===== src/rtl/iq_modulation.sv =====
// rtl/iq_modulation.sv - fs/4 I/Q upconverter with a 2-deep input FIFO, one IF sample per DAC tick
// Optional IQ_MOD_SAT_EN: negating the most negative sample saturates instead of wrapping.
module iq_modulation #(
  parameter int DAC_DIV = 5,
  parameter int W       = 7
) (
  input  logic                clk,
  input  logic                reset,
  input  logic signed [W-1:0] I_BB,
  input  logic signed [W-1:0] Q_BB,
  input  logic                BB_valid,
  output logic                BB_ready,
  output logic signed [W-1:0] I_IF,
  output logic signed [W-1:0] Q_IF,
  output logic                DAC_rdy,
  output logic [1:0]          cosine_out,
  output logic [1:0]          sine_out,
  output logic                underflow
);
  localparam int CW = $clog2(DAC_DIV);
  localparam logic [CW-1:0] LAST = CW'(DAC_DIV - 1);

  function automatic logic signed [W-1:0] neg(input logic signed [W-1:0] x);
`ifdef IQ_MOD_SAT_EN
    if (x == {1'b1, {(W-1){1'b0}}}) return {1'b0, {(W-1){1'b1}}};
`endif
    return -x;
  endfunction

  logic [CW-1:0]       cnt_q, cnt_d;
  logic [1:0]          phase_q, phase_d;
  logic [1:0]          count_q, count_d;
  logic [2*W-1:0]      slot0_q, slot0_d, slot1_q, slot1_d;
  logic signed [W-1:0] i_if_q, i_if_d, q_if_q, q_if_d;
  logic                dac_rdy_q, dac_rdy_d;
  logic                underflow_q, underflow_d;
  logic [1:0]          cos_q, cos_d, sin_q, sin_d;

  logic                tick, push, pop;
  logic [2*W-1:0]      head;
  logic signed [W-1:0] head_i, head_q, mix_i, mix_q;
  logic [1:0]          lo_cos, lo_sin;

  assign BB_ready = !reset && (count_q != 2'd2);
  assign tick     = (cnt_q == LAST);
  assign push     = BB_valid && BB_ready;
  // An empty FIFO hands the incoming sample straight to a coinciding tick.
  assign head     = (count_q == 2'd0) ? {I_BB, Q_BB} : slot0_q;
  assign pop      = tick && ((count_q != 2'd0) || push);
  assign head_i   = head[2*W-1:W];
  assign head_q   = head[W-1:0];

  always_comb begin
    lo_cos = 2'b01;
    lo_sin = 2'b00;
    mix_i  = head_i;
    mix_q  = head_q;
    case (phase_q)
      2'd1: begin lo_cos = 2'b00; lo_sin = 2'b01; mix_i = neg(head_q); mix_q = head_i;       end
      2'd2: begin lo_cos = 2'b11;                 mix_i = neg(head_i); mix_q = neg(head_q);  end
      2'd3: begin lo_cos = 2'b00; lo_sin = 2'b11; mix_i = head_q;      mix_q = neg(head_i);  end
      default: ;
    endcase
  end

  always_comb begin
    cnt_d       = tick ? '0 : cnt_q + CW'(1);
    phase_d     = phase_q;
    count_d     = count_q + {1'b0, push} - {1'b0, pop};
    slot0_d     = slot0_q;
    slot1_d     = slot1_q;
    i_if_d      = i_if_q;
    q_if_d      = q_if_q;
    cos_d       = cos_q;
    sin_d       = sin_q;
    underflow_d = underflow_q;
    dac_rdy_d   = tick;

    if (pop) slot0_d = slot1_q;
    if (push) begin
      if (count_q == 2'd1 && !pop)     slot1_d = {I_BB, Q_BB};
      else if (count_q == 2'd1 || !pop) slot0_d = {I_BB, Q_BB};
    end

    // The LO advances on every tick so the carrier stays coherent across gaps.
    if (tick) begin
      phase_d = phase_q + 2'd1;
      cos_d   = lo_cos;
      sin_d   = lo_sin;
      if (pop) begin
        i_if_d = mix_i;
        q_if_d = mix_q;
      end else begin
        i_if_d      = '0;
        q_if_d      = '0;
        underflow_d = 1'b1;
      end
    end
  end

  always_ff @(posedge clk) begin
    if (reset) begin
      cnt_q       <= '0;
      phase_q     <= '0;
      count_q     <= '0;
      slot0_q     <= '0;
      slot1_q     <= '0;
      i_if_q      <= '0;
      q_if_q      <= '0;
      cos_q       <= '0;
      sin_q       <= '0;
      underflow_q <= 1'b0;
      dac_rdy_q   <= 1'b0;
    end else begin
      cnt_q       <= cnt_d;
      phase_q     <= phase_d;
      count_q     <= count_d;
      slot0_q     <= slot0_d;
      slot1_q     <= slot1_d;
      i_if_q      <= i_if_d;
      q_if_q      <= q_if_d;
      cos_q       <= cos_d;
      sin_q       <= sin_d;
      underflow_q <= underflow_d;
      dac_rdy_q   <= dac_rdy_d;
    end
  end

  assign I_IF       = i_if_q;
  assign Q_IF       = q_if_q;
  assign DAC_rdy    = dac_rdy_q;
  assign cosine_out = cos_q;
  assign sine_out   = sin_q;
  assign underflow  = underflow_q;
endmodule


===== config.mk =====
export PLATFORM = sky130hd
export DESIGN_NAME = iq_modulation
export DESIGN_NICKNAME = d
export VERILOG_FILES = /design/src/rtl/iq_modulation.sv
export SDC_FILE = /design/constraint.sdc
export NUM_CORES = 1
export LEC_CHECK = 0
export ABC_AREA = 0
export CAP_MARGIN = 0
export CORE_AREA = 4 4 74 76
export CTS_CLUSTER_SIZE = 10
export DETAILED_ROUTE_END_ITERATION = 16
export DIE_AREA = 0 0 78 80
export DONT_BUFFER_PORTS = 1
export GPL_TIMING_DRIVEN = 1
export HOLD_SLACK_MARGIN = 0.15
export PLACE_DENSITY_LB_ADDON = 0.2
export SYNTH_ARGS = -nofsm -noshare
export SYNTH_HDL_FRONTEND = slang
export SYNTH_SLANG_ARGS = --single-unit

===== constraint.sdc =====
create_clock -name clk -period 2.59 [get_ports clk]
set_input_delay 0.1295 -clock clk [delete_from_list [all_inputs] [get_ports clk]]
set_output_delay 0.1295 -clock clk [all_outputs]
set_load 0.01 [all_outputs]

### Yosys cells after proc, flatten, opt, wreduce, memory -nomap -nowiden

Cells that the tools add are included.

* flip-flop bits (word level): 55
* bits of input ports: 17
* output and inout port bits: 21

* add/sub/neg operators: 6
* equality and inequality tests: 6
* multiplexer cells: 11
* bitwise operators: 1
* reduce and logical (&&, ||, !) cells: 14

Operator list (number)
* 14-bit 2-to-1 mux: 5
* 7-bit case mux with 3 select lines: 2
* 7-bit 2-to-1 mux: 2
* 7-bit negator: 2
* 2-bit case mux with 2 select lines: 2
* 2-bit by 1-bit == test with 1-bit output, second input constant: 2
* 2-bit == test, second input constant: 2
* 1-bit logical AND: 4
* 2-bit AND reduction: 2
* 2-bit OR reduction: 2
* 3-bit by 1-bit adder with 3-bit output, second input constant: 1
* 3-bit == test, second input constant: 1
* 2-bit by 1-bit adder with 2-bit output: 1
* 2-bit by 1-bit adder with 2-bit output, second input constant: 1
* 1-bit logical NOT: 2
* 2-bit logical NOT: 1
* 1-bit logical OR: 2
* 2-bit inequality test, second input constant: 1
* 2-bit nonzero test: 1
* 2-bit by 1-bit subtractor with 2-bit output: 1
* 1-bit NOT: 1

### Longest topological paths before layout

* depth in word-level cells: 10
* gate-level depth with buffers: 11

### Worst setup path before layout

No wires, ideal clock.

* path kind: reg-to-reg
* from: register count_q[0]
* to: register q_if_q[6] (netlist: Q_IF[6])
* library setup time: 0.122 ns
* data arrival time: 2.232 ns
* slack: 0.236 ns
* cell stages (with the launch flop): 12
* path buffers: 3
* path through: dfxtp_1 -> buf_2 -> or2_4 -> buf_6 -> buf_12 -> mux2i_1 -> ha_1 -> and3_1 -> a31oi_1 -> xnor2_1 -> a22o_1 -> a221o_1

* word-level cells in the longest chain between the ends: 6
* elaborated cells on any way between the ends: 12
* classes of those cells: add/sub (2); eq/ne (1); mux (3); reduce/logical (6)

Ends and longest elaborated chain
* start, declared: line 32 `logic [1:0] count_q, count_d;`
* start signal, assigned: line 117 `count_q <= count_d;`
* branches (longest 5 deep; another with 7-bit negator)
* 7-bit 2-to-1 mux *: line 90 `if (pop) begin`
* end signal, assigned: line 121 `q_if_q <= q_if_d;`
* end, declared: line 34 `logic signed [W-1:0] i_if_q, i_if_d, q_if_q, q_if_d;`

Every way passes the cells marked *.
A chain may end at the register's enable or synchronous reset.

### Final worst setup path

* from: input port reset
* to: register slot0_q[0]

* word-level cells in the longest chain between the ends: 10
* elaborated cells on any way between the ends: 12
* classes of those cells: mux (4); reduce/logical (8)

Ends and longest elaborated chain
* start, declared: line 8 `input logic reset,`
* 1-bit logical NOT: line 44 `assign BB_ready = !reset && (count_q != 2'd2);`
* 1-bit logical AND: line 44
* 1-bit logical AND: line 46 `assign push = BB_valid && BB_ready;`
* 1-bit logical OR: line 49 `assign pop = tick && ((count_q != 2'd0) || push);`
* 1-bit logical AND: line 49
* 1-bit logical NOT: line 81, 82
* 1-bit logical OR: line 82 `else if (count_q == 2'd1 || !pop) slot0_d = {I_BB, Q_BB};`
* 14-bit 2-to-1 mux: line 82
* 14-bit 2-to-1 mux: line 81 `if (count_q == 2'd1 && !pop) slot1_d = {I_BB, Q_BB};`
* 14-bit 2-to-1 mux: line 80 `if (push) begin`
* end signal, assigned: line 118 `slot0_q <= slot0_d;`
* end, declared: line 33 `logic [2*W-1:0] slot0_q, slot0_d, slot1_q, slot1_d;`

Parallel ways exist; a longest one is shown, timed or not.

==> results_dict.tcl <==
set metrics [dict create \
    floorplan.die.height_um 80 \
    grt_remaining_overflow 0 \
    via_count_of_the_first_global_routing_pass 2409 \
    final.setup.tns_ns 0 \
    number_of_flops_mapped_to_enable_cells_by_yosys 0 \
    final_hold_viol_count 0 \
    yosysWarnings 0 \
    postRouteWirelength_mm 7.02 \
    finalWeightedCongestion 0.881 \
    worst_hold_slack_ns 0.179 \
    final_min_period_over_clock_period_pct 95.0 \
    internal_power_w 0.00136 \
    total_setup_violations_reported_at_the_end_of_the_flow 0 \
    seq_area_frac_synth_pct 37.1 \
    critical_path.startpoint_type "input pin" \
    ir_drop_uv 431 \
    place_inst 386 \
    final_max_slew_viol_count 0 \
    synth_seq_cells 55 \
    max_cap_viol_count 0 \
    slew-limit-headroom_pct 41.1 \
    maxClockFrequency_mhz 406 \
    critPathSlowestCell "dlygate4sd3_1" \
    antenna-diode-count 0 \
    worst_setup_path_end_kind "flop" \
    dpl.hpwl_mm 4.71 \
    antenna_left 0 \
    detail_route.vias_per_cell 5.96 \
    synthesis.nets 360 \
    cpPeakStageDelay_ns 0.58 \
    post_route_cells_drive_above_1_share_pct 8.12 \
    outcome "finished clean" \
    io_buffer_count 0 \
    biggest_area_consumer_among_synthesized_cells "dfxtp_1" \
    fin_util_pct 70.6 \
    cts_buffers 5 \
    grt_pass1_wl_mm 11.6 \
    clock_skew_ns 0.00742 \
    cpLargestDelayFamily "buffers and inverters" \
    postSynthCellCount 333 \
    cts_max_level 2 \
    worstMarginPinSlew_ns 0.881 \
    drc 0 \
    timing.critical_path.buf_inv 5 \
    antenna_found_initial 0 \
    clk_latency_ns 0.31 \
    worst-endpoint-required_ns 2.79 \
    hold_path.class "input pin to flop" \
    synthTopCellsByArea "dfxtp_1 (37%), mux2i_1 (12%), nor2_1 (7.6%)" \
    pin_count 38 \
    floorplan.rows 25 \
    crit_type "input pin to flop" \
    yosys_most_used_dff "dfxtp_1" \
    timing.critical_path.fanout_max 40 \
    total_leakage_power_nw 1.22 \
    area_growth_syn_to_layout_pct 12.4 \
    die-width_um 78 \
    clock_power_share_pct 28.7 \
    clock-root-buffer "clkbuf_8" \
    synth-async-reset-ratio_pct 0 \
    mappedNetlistArea_sq_um 2970 \
    cts.sink_count 55 \
    p_sw_w 0.000550 \
    overall_fraction_of_global_route_tracks_in_use_pct 23.4 \
    detailroute.via_count 2457 \
    1st_pass_router_iterations 4 \
    drt_iter0_drc 181 \
    yosysTopAreaCellShare_pct 37.1 \
    avgRoutedWirePerCell_um 17.0 \
    power.share.sequential_pct 47.6 \
    fraction_of_power_consumed_by_combinational_cells_pct 23.6 \
    grt_start_max_net_pins 41 \
    floorplan.die_area_sq_um 6240 \
    layout_min_cycle_time_ns 2.46 \
    finalPower_w 0.00191 \
    initial_core_util_pct 62.8 \
    synth.avg_cell_area_sq_um 8.91 \
    power_density_nw_per_um2 574 \
    core_area_sq_um 4720 \
    switching_share_pct 28.7 \
    synthDistinctLibCells 40 \
    tritoncts "done" \
    nets 372 \
    critical_path_arrival_ns 2.66 \
    clock_path_buffers 2 \
    fin_cells 412 \
    path_cells "dlygate4sd3_1 -> buf_12 -> inv_1 -> o211ai_1 -> nor3_2 -> buf_12 -> nor2_1 -> a21oi_1 -> nor2_1 -> dlygate4sd3_1" \
    clk_pin_slew_worst_paths_ns 0.09 \
]
[final timing paths]
check,from,to,slack [ns],cells after the start
worst max register to register,cnt_q[0],slot0_q[0],0.19,10
worst min register to register,cnt_q[0],cnt_q[0],0.47,1
worst max-delay path,reset,slot0_q[0],0.13,10
worst min-delay path,Q_BB[6],Q_IF[6],0.18,3
[synthesized netlist by cell type (2+ instances only)]
| library cell | number |
|---|---|
| and3_1 | 2 |
| nor3_1 | 9 |
| buf_6 | 2 |
| clkbuf_1 | 17 |
| a21o_1 | 4 |
| a221oi_1 | 5 |
| nand2_1 | 13 |
| nor2_1 | 60 |
| o32a_1 | 2 |
| nor4_1 | 3 |
| xnor2_1 | 10 |
| nor2b_1 | 2 |
| a221o_1 | 8 |
| xor2_1 | 4 |
| a21oi_1 | 32 |
| mux2_2 | 2 |
| ha_1 | 10 |
| mux2i_4 | 4 |
| dfxtp_1 | 55 |
| a211oi_1 | 2 |
| inv_1 | 11 |
| mux2i_1 | 36 |
| o21bai_1 | 7 |
| a22o_1 | 9 |
| buf_2 | 3 |
| o211ai_1 | 2 |
| o21ai_0 | 6 |
[tightest hold or removal path: cells and delay by family]
family             cells  cell delay [ns]
AOI/OAI and AO/OA      2             0.28
muxes                  1             0.05
[registers in the layout, summed over array words and instances, names as in the netlist]
register,cells
underflow,1
DAC_rdy,1
sine_out,2
cosine_out,2
slot0_q,14
I_IF,7
cnt_q,3
slot1_q,14
count_q,2
Q_IF,7
phase_q,2
[logic make-up (layout without fill, tap and decap cells)]
group	Yosys count	in the layout	synth area share [%]
xor+xnor	14	14	4.13
mux	43	43	16.4
compound gates	81	81	18.6
simple gates	96	96	14.0
buf+inv	34	46	5.48
fa+ha+maj	10	10	4.22
flops	55	55	37.1
[cells in the final DEF (no fill, tap or decap), types with 6 or more instances in the layout]
cell type / netlist / layout
a221o_1: 8 / 8
a21oi_1: 32 / 31
a22o_1: 9 / 9
nor2_1: 60 / 60
dlygate4sd3_1: 0 / 18
o21ai_0: 6 / 6
nor3_1: 9 / 9
inv_1: 11 / 11
xnor2_1: 10 / 10
nand2_1: 13 / 13
dfxtp_1: 55 / 55
buf_4: 0 / 7
ha_1: 10 / 10
o21bai_1: 7 / 7
mux2i_1: 36 / 36
[repair_timing]
action,4_1_cts,5_1_grt
hold endpoints to repair,41,0
hold buffers,19,0
buffers inserted,0,0
gates resized for setup,0,2
endpoints found under the setup margin,0,1
[layer usage]
layer	global-route usage [%]	vias up	wire length, um
li1	-	1207	-
met1	29.2	1158	3020
met2	39.3	76	3480
met3	4.74	16	366
met4	9.44	0	153
met5	0	-	0
[layout make-up]
class / count / area (sq um)
Multi-Input combinational cell: 244 / 1710
Fill cell: 353 / 1390
Sequential cell: 55 / 1100
Timing Repair Buffer: 28 / 293
Tap cell: 67 / 83.8
Clock buffer: 6 / 72.6
Inverter: 11 / 41.3
Clock inverter: 1 / 30.0
[per-stage QoR]
stage / cell area (sq um) / setup slack, ns
finish: 3340 / 0.129
global route: 3340 / -0.0119
floorplan: 2970 / 0.236
CTS: 3330 / 0.0384
detailed placement: 3030 / 0.348
global placement: 3030 / 0.408
[power groups by stage]
stage	logic [W]	registers [W]	clock network (W)
2_1_floorplan	0.000349	0.000922	0
3_3_place_gp	0.000395	0.000930	0
3_5_place_dp	0.000404	0.000931	0
4_1_cts	0.000444	0.000911	0.000559
5_1_grt	0.000492	0.000916	0.000598
6_report	0.000453	0.000911	0.000550
Power figures use the tool's default switching activity.
